$ cat config.mk
export PLATFORM = sky130hd
export DESIGN_NAME = fd_pipe_hme
export DESIGN_NICKNAME = d
export VERILOG_FILES = /design/src/rtl/fd_pipe_hme_pkg.sv /design/src/rtl/fd_pipe_hme_stage.sv /design/src/rtl/fd_pipe_hme.sv
export SDC_FILE = /design/constraint.sdc
export NUM_CORES = 1
export LEC_CHECK = 0
export ABC_AREA = 1
export CAP_MARGIN = 20
export CORE_AREA = 2 2 39 41
export DETAILED_ROUTE_END_ITERATION = 10
export DIE_AREA = 0 0 41 43
export PLACE_DENSITY_LB_ADDON = 0.15
export SYNTH_ARGS = -nofsm -noshare
export SYNTH_HDL_FRONTEND = slang
export SYNTH_SLANG_ARGS = --single-unit
$ cat constraint.sdc
create_clock -name C -period 1.91 [get_ports C]
set_input_delay 0.382 -clock C [delete_from_list [all_inputs] [get_ports C]]
set_output_delay 0.382 -clock C [all_outputs]
set_load 0.1 [all_outputs]
$ cat src/rtl/fd_pipe_hme_pkg.sv
// Shared limits and helpers for the fd_pipe_hme elastic register pipeline.
package fd_pipe_hme_pkg;

   localparam int unsigned WIDTH_MIN = 1;
   localparam int unsigned WIDTH_MAX = 1024;
   localparam int unsigned DEPTH_MIN = 1;
   localparam int unsigned DEPTH_MAX = 64;

   // Bits needed to count 0..depth valid stages
   function automatic int unsigned occ_w(input int unsigned depth);
      return $clog2(depth + 1);
   endfunction

endpackage

$ cat src/rtl/fd_pipe_hme_stage.sv
// One pipeline stage: data word plus valid bit, with load, flush and reset-to-INIT.
module fd_pipe_hme_stage #(
   parameter int unsigned      WIDTH = 1,
   parameter logic [WIDTH-1:0] INIT  = {WIDTH{1'b0}}
) (
   input  logic             clk,
   input  logic             rst,
   input  logic             load,
   input  logic             clr,
   input  logic [WIDTH-1:0] d,
   input  logic             d_vld,
   output logic [WIDTH-1:0] data_q,
   output logic             vld_q
);

   logic [WIDTH-1:0] data_d;
   logic             vld_d;

   // Data only changes when a valid word arrives; an emptied stage keeps its last word
   always_comb begin
      data_d = data_q;
      vld_d  = vld_q;
      if (clr) begin
         vld_d = 1'b0;
      end else if (load) begin
         vld_d = d_vld;
         if (d_vld) data_d = d;
      end
   end

   always_ff @(posedge clk) begin
      if (rst) begin
         data_q <= INIT;
         vld_q  <= 1'b0;
      end else begin
         data_q <= data_d;
         vld_q  <= vld_d;
      end
   end

endmodule

$ cat src/rtl/fd_pipe_hme.sv
// Elastic register pipeline with bubble collapsing and a combinational ready chain.
// Optional synchronous flush port CLR when FD_PIPE_HME_CLR_EN is defined.
module fd_pipe_hme
   import fd_pipe_hme_pkg::*;
#(
   parameter int unsigned      WIDTH = 1,
   parameter int unsigned      DEPTH = 2,
   parameter logic [WIDTH-1:0] INIT  = {WIDTH{1'b0}}
) (
   input  logic                      C,
   input  logic                      R,
   input  logic                      CE,
`ifdef FD_PIPE_HME_CLR_EN
   input  logic                      CLR,
`endif
   input  logic [WIDTH-1:0]          D,
   input  logic                      D_VLD,
   output logic                      D_RDY,
   output logic [WIDTH-1:0]          Q,
   output logic                      Q_VLD,
   input  logic                      Q_RDY,
   output logic [occ_w(DEPTH)-1:0]   OCC
);

   localparam int unsigned OCC_W = occ_w(DEPTH);

   logic             clr_c;
   logic [DEPTH-1:0] vld;
   logic [DEPTH-1:0] load;
   logic [WIDTH-1:0] data [DEPTH];
   logic [OCC_W-1:0] occ_q, occ_d;
   logic             in_xfer, out_xfer;

`ifdef FD_PIPE_HME_CLR_EN
   assign clr_c = CLR & CE;
`else
   assign clr_c = 1'b0;
`endif

   // A stage loads when it is empty or its own word moves on; ripples back from Q_RDY
   always_comb begin
      load = '0;
      load[DEPTH-1] = CE & ~clr_c & (~vld[DEPTH-1] | Q_RDY);
      for (int i = int'(DEPTH) - 2; i >= 0; i--) begin
         load[i] = CE & ~clr_c & (~vld[i] | load[i+1]);
      end
   end

   for (genvar g = 0; g < DEPTH; g++) begin : g_stage
      logic [WIDTH-1:0] src_d;
      logic             src_vld;
      if (g == 0) begin : g_head
         assign src_d   = D;
         assign src_vld = D_VLD;
      end else begin : g_body
         assign src_d   = data[g-1];
         assign src_vld = vld[g-1];
      end
      fd_pipe_hme_stage #(
         .WIDTH (WIDTH),
         .INIT  (INIT)
      ) u_stage (
         .clk    (C),
         .rst    (R),
         .load   (load[g]),
         .clr    (clr_c),
         .d      (src_d),
         .d_vld  (src_vld),
         .data_q (data[g]),
         .vld_q  (vld[g])
      );
   end

   assign D_RDY    = load[0];
   assign Q_VLD    = vld[DEPTH-1] & CE & ~clr_c;
   assign Q        = data[DEPTH-1];
   assign in_xfer  = D_VLD & D_RDY;
   assign out_xfer = Q_VLD & Q_RDY;

   always_comb begin
      occ_d = occ_q + OCC_W'(in_xfer) - OCC_W'(out_xfer);
      if (clr_c) occ_d = '0;
   end

   always_ff @(posedge C) begin
      if (R) occ_q <= '0;
      else   occ_q <= occ_d;
   end

   assign OCC = occ_q;

endmodule

# After elaboration in Yosys (flattened, before gate mapping)
# Cells that the tools add are included.
# op_classes
eq_ne	0
n_mul	0
n_addsub	2
div	0
mux	0
bitwise_logic	9
reduce_logical	2
shifts	0
n_lt_le_gt_ge	0
# op_table
op	n
$and 1x1->1	5
$reduce_and 2->1	2
$add 2x1->2	1
$not 1->1	2
$or 1x1->1	2
$sub 2x1->2	1
# word_totals
latch_bits	0
in_bits	6
romBits	0
mem_bits_rw	0
elab_cells	18
reg_bits	6
n_memories	0
output_inout_bits	5

# Depth between registers and ports, before layout
# logic_depth
word_depth	8
depth_mapped	11
ltp_nobuf	11

# Hierarchy
# Synthesis repeated with hierarchy kept, for this count alone.
# unflattened
hier_cells	51
hier_area_um2	336.6
# modules_own_cells
mod	seq_area_each_um2	area_each_um2	cells_per_inst	instances
fd_pipe_hme_stage	40.0	88.8	12	2
fd_pipe_hme	40.0	158.9	27	1

# Worst setup path after synthesis
# No wires, ideal clock.
# synth_path
path_type	input port to flip-flop
from	input Q_RDY
to	register g_stage[0].u_stage.data_q
setup_ns	0.113
arrival_time_ns	1.599
t_required_ns	1.797
n_path_buf	0
cell_stages	5
path_slack_ns	0.199
cell_sequence	nor2_2 a21oi_2 nand3_1 nand2_1 nor2_1
# synth_via
elab_chain_cells	5
# synth_lines
element	line_no	source
from (decl)	fd_pipe_hme.sv:21	input logic Q_RDY,
$or 1x1->1	fd_pipe_hme.sv:43	load[DEPTH-1] = CE & ~clr_c & (~vld[DEPTH-1] | Q_RDY);
$and 1x1->1	fd_pipe_hme.sv:43	
$or 1x1->1	fd_pipe_hme.sv:45	load[i] = CE & ~clr_c & (~vld[i] | load[i+1]);
$and 1x1->1	fd_pipe_hme.sv:45	
via D_RDY	fd_pipe_hme.sv:18	output logic D_RDY,
$reduce_and 2->1 (no line)	-	
to (signal assigned)	fd_pipe_hme_stage.sv:36	data_q <= data_d;
to (decl)	fd_pipe_hme_stage.sv:12	output logic [WIDTH-1:0] data_q,
# The timed path passes the listed nets, and every way through them passes these cells.
# A chain may end at the register's enable or synchronous reset.

# Final worst setup path
# layout_path
from	input CE
to	output Q_VLD
# layout_via
elab_chain_cells	1
# layout_lines
element	line_no	source
from (decl)	fd_pipe_hme.sv:12	input logic CE,
$and 1x1->1	fd_pipe_hme.sv:75	assign Q_VLD = vld[DEPTH-1] & CE & ~clr_c;
to (decl)	fd_pipe_hme.sv:20	output logic Q_VLD,
# No other way between the ends.

==> out/metrics.yaml <==
preCtsSetupSlack_ns: -0.2747
critPathCaptureType: "primary output"
drtIter0Drc: 3
hold_start: "g_stage[1].u_stage.data_q$_SDFFE_PP0P_"
async_reset_ff_share_pct: 0
clkSinkCount: 6
fmax_mhz: 553.1
finalCriticalPeriod_ns: 1.808
place.gp.congestion: 0.6799
yosysTopAreaCell: "dfxtp_1"
io_pins: 11
reg2reg_depth: 10
r2r-end: "OCC[1]$_SDFF_PP0_"
peakVddDrop_mv: 0.2748
grt_pass1_wl_microns: 1069
fin_nets: 74
grt_util_all_layers_pct: 9.668
grt_use_met2_pct: 11.88
clockRootBuffer: "clkbuf_4"
min_path_type: "reg2reg"
rsz0062_at_grt: "no"
p_leak_nw: 0.2567
met1_usage_pct: 11.04
clkTransAtPathRegs_ns: 0.04
maxSlewHeadroom_pct: 81.65
cp_data_arrival_time_ns: 1.43
synth_seq_cells: 6
hold_path_depth: 2
ys_types: 13
antenna_found_initial: 0
rows: 14
fp.dieH_microns: 43
rrSetupSlack_ns: 0.37
post_dp_cell_area_sq_um: 480.5
syn_area_sq_um: 310.3
synth_nets: 53
clk_latency_ns: 0.24
clkPwrFrac_pct: 32.3
synthDominantCellAreaShare_pct: 38.71
power.share.switching_pct: 32.18
final_cell_area_sq_um: 519.2
ys_top_cells_by_count: "inv_1 (13), dfxtp_1 (6), nor2_1 (5), o21ai_0 (5), nand2_1 (4)"
coreArea_sq_um: 1384
cp.required_ns: 1.53
dieArea_sq_um: 1763
fill_cells: 166
critPathSlowestCell: "clkdlybuf4s50_1"
p_sw_uw: 114.8
ys_seq_area_share_pct: 38.71
num_antenna_cells: 0
fin_worst_skew_ns: 0.0006545
yosys_warnings: 0
worst_slew_pin_slew_ns: 0.2775
firstDrtPassIters: 4
yosys-top-cells-area: "dfxtp_1 (39%), inv_1 (16%), ha_1 (8.1%)"
seqPwrFrac_pct: 38.8
crit_type: "in2out"
grt_util_met3_pct: 3.141
ff_latch_area_sq_um: 120.1
cellPowerDensity_nw_per_um2: 687.3
ctsHtreeMaxLevel: 1
min_period_over_period_pct: 94.65
p_comb_share_pct: 28.8
hold_ws_ns: 0.4499
cts_tree: "yes"
synth_enable_flop_cells: 0
die_width_microns: 41
ctsHoldBuffers: 0
synthMostInstantiatedCell: "inv_1"
p_total_uw: 356.9
outcome: "complete, no violations"
grt_busiest_layer: "met4"
port-buffer-count: 10
overflow: 0
cp_common_cell: "buf_4"
synth_ff_type: "dfxtp_1"
min_to: "g_stage[1].u_stage.data_q$_SDFFE_PP0P_"
path_cells: "clkdlybuf4s50_1 -> buf_4 -> nand2_1 -> buf_4 -> inv_1 -> buf_12"
grt_pass1_vias: 292
hold_viol_final: 0
r2r-start: "g_stage[1].u_stage.vld_q$_SDFFE_PP0P_"
cts_made_buffers: 3
clockBufferDepth: 2
drv_slew: 0
syn_area_per_cell_sq_um: 6.896
fin_ws_ns: 0.1021
wl_microns: 600
viasPerCell: 3.838
num_vias: 307
synthCells: 45
drive_above_1_share_pct: 29.69
internal_power_uw: 242.1
start_util_pct: 22.42
slowest_delay_ns: 0.48
grt_max_degree: 5
wire_per_inst_microns: 7.500
postRouteAntennaNets: 0
drc: 0
fin_util_pct: 37.52
area_delta_synth_final_pct: 67.34
maxCapViolCount: 0
finalSetupViolations: 0
crit_fanout: 3
hpwlAfterDp_microns: 478.3
cp-start-kind: "input port"
multi_input_area_sq_um: 147.6
## per-layer routing
metal	vias to the layer above	wire length, microns
li1	173	-
met1	126	289
met2	6	260
met3	2	33
met4	0	15
met5	-	0
## worst max-delay path by stage
stage,from,end,slack (ns),cells after the start
after floorplan,Q_RDY,g_stage[0].u_stage.data_q$_SDFFE_PP0P_,0.20,5
after global placement,Q_RDY,OCC[1]$_SDFF_PP0_,-0.26,12
after detailed placement,Q_RDY,OCC[1]$_SDFF_PP0_,-0.27,12
after CTS,CE,OCC[1]$_SDFF_PP0_,0.07,10
after global routing,CE,OCC[1]$_SDFF_PP0_,0.004,10
final,CE,Q_VLD,0.10,6
## stage by stage
step	setup TNS [ns]	std cells
floorplan	0	45
global placement	-0.3695	76
detailed placement	-0.3565	76
CTS	0	80
global route	0	80
finish	0	80
## critical path: cells and delay by family
family | cells | cell delay, ns
buf+inv | 5 | 0.99
simple gates | 1 | 0.06
## cell usage in the layout (no fill, tap or decap)
cell / synthesis / layout
inv_1: 13 / 13
buf_4: 0 / 9
dfxtp_1: 6 / 6
nor2_1: 5 / 5
nand2_1: 4 / 4
o21ai_0: 5 / 4
clkdlybuf4s50_1: 0 / 4
a21oi_1: 3 / 3
clkbuf_4: 0 / 3
o21ai_1: 1 / 2
nand3_1: 2 / 2
buf_12: 0 / 2
nor2_2: 1 / 1
a21oi_2: 1 / 1
inv_2: 1 / 1
xnor2_2: 0 / 1
ha_1: 2 / 1
ha_2: 0 / 1
dlygate4sd2_1: 0 / 1
## kinds of logic (layout without fill, tap and decap cells)
kind of cell	after synthesis	after routing	synth area share (%)
buffers and inverters	14	33	16.94
DFF	6	6	38.71
adders and majority gates	2	2	8.063
xor gates and xnor gates	1	1	2.823
AOI/OAI and AO/OA	10	10	17.33
and+or+nand+nor	12	12	16.13
## flip-flops by register name, indices dropped and copies added, names as in the netlist
name	flops
OCC	2
g_stage.u_stage.data_q	2
g_stage.u_stage.vld_q	2
## area by class of cell
class                   count  area share, %
inverters                  14          10.12
repair buffers             16          30.12
multi-input cells          25          28.43
well taps                  16          3.855
clock buffers               3          4.337
flip-flops and latches      6          23.13
## power groups by stage
stage                     clock network [mW]  logic (mW)  registers (mW)
final                                  0.115       0.103           0.139
after global routing                   0.134       0.110           0.140
after CTS                              0.123       0.102           0.138
after detailed placement                   0       0.101           0.140
after global placement                     0       0.101           0.140
after floorplan                            0      0.0339           0.170
## repair_timing
action	4_1_cts	5_1_grt
buffers inserted	1	0
pin swaps	2	2
endpoints found under the setup margin	1	1
resized for setup	1	3
(Power assumes the default switching activity.)
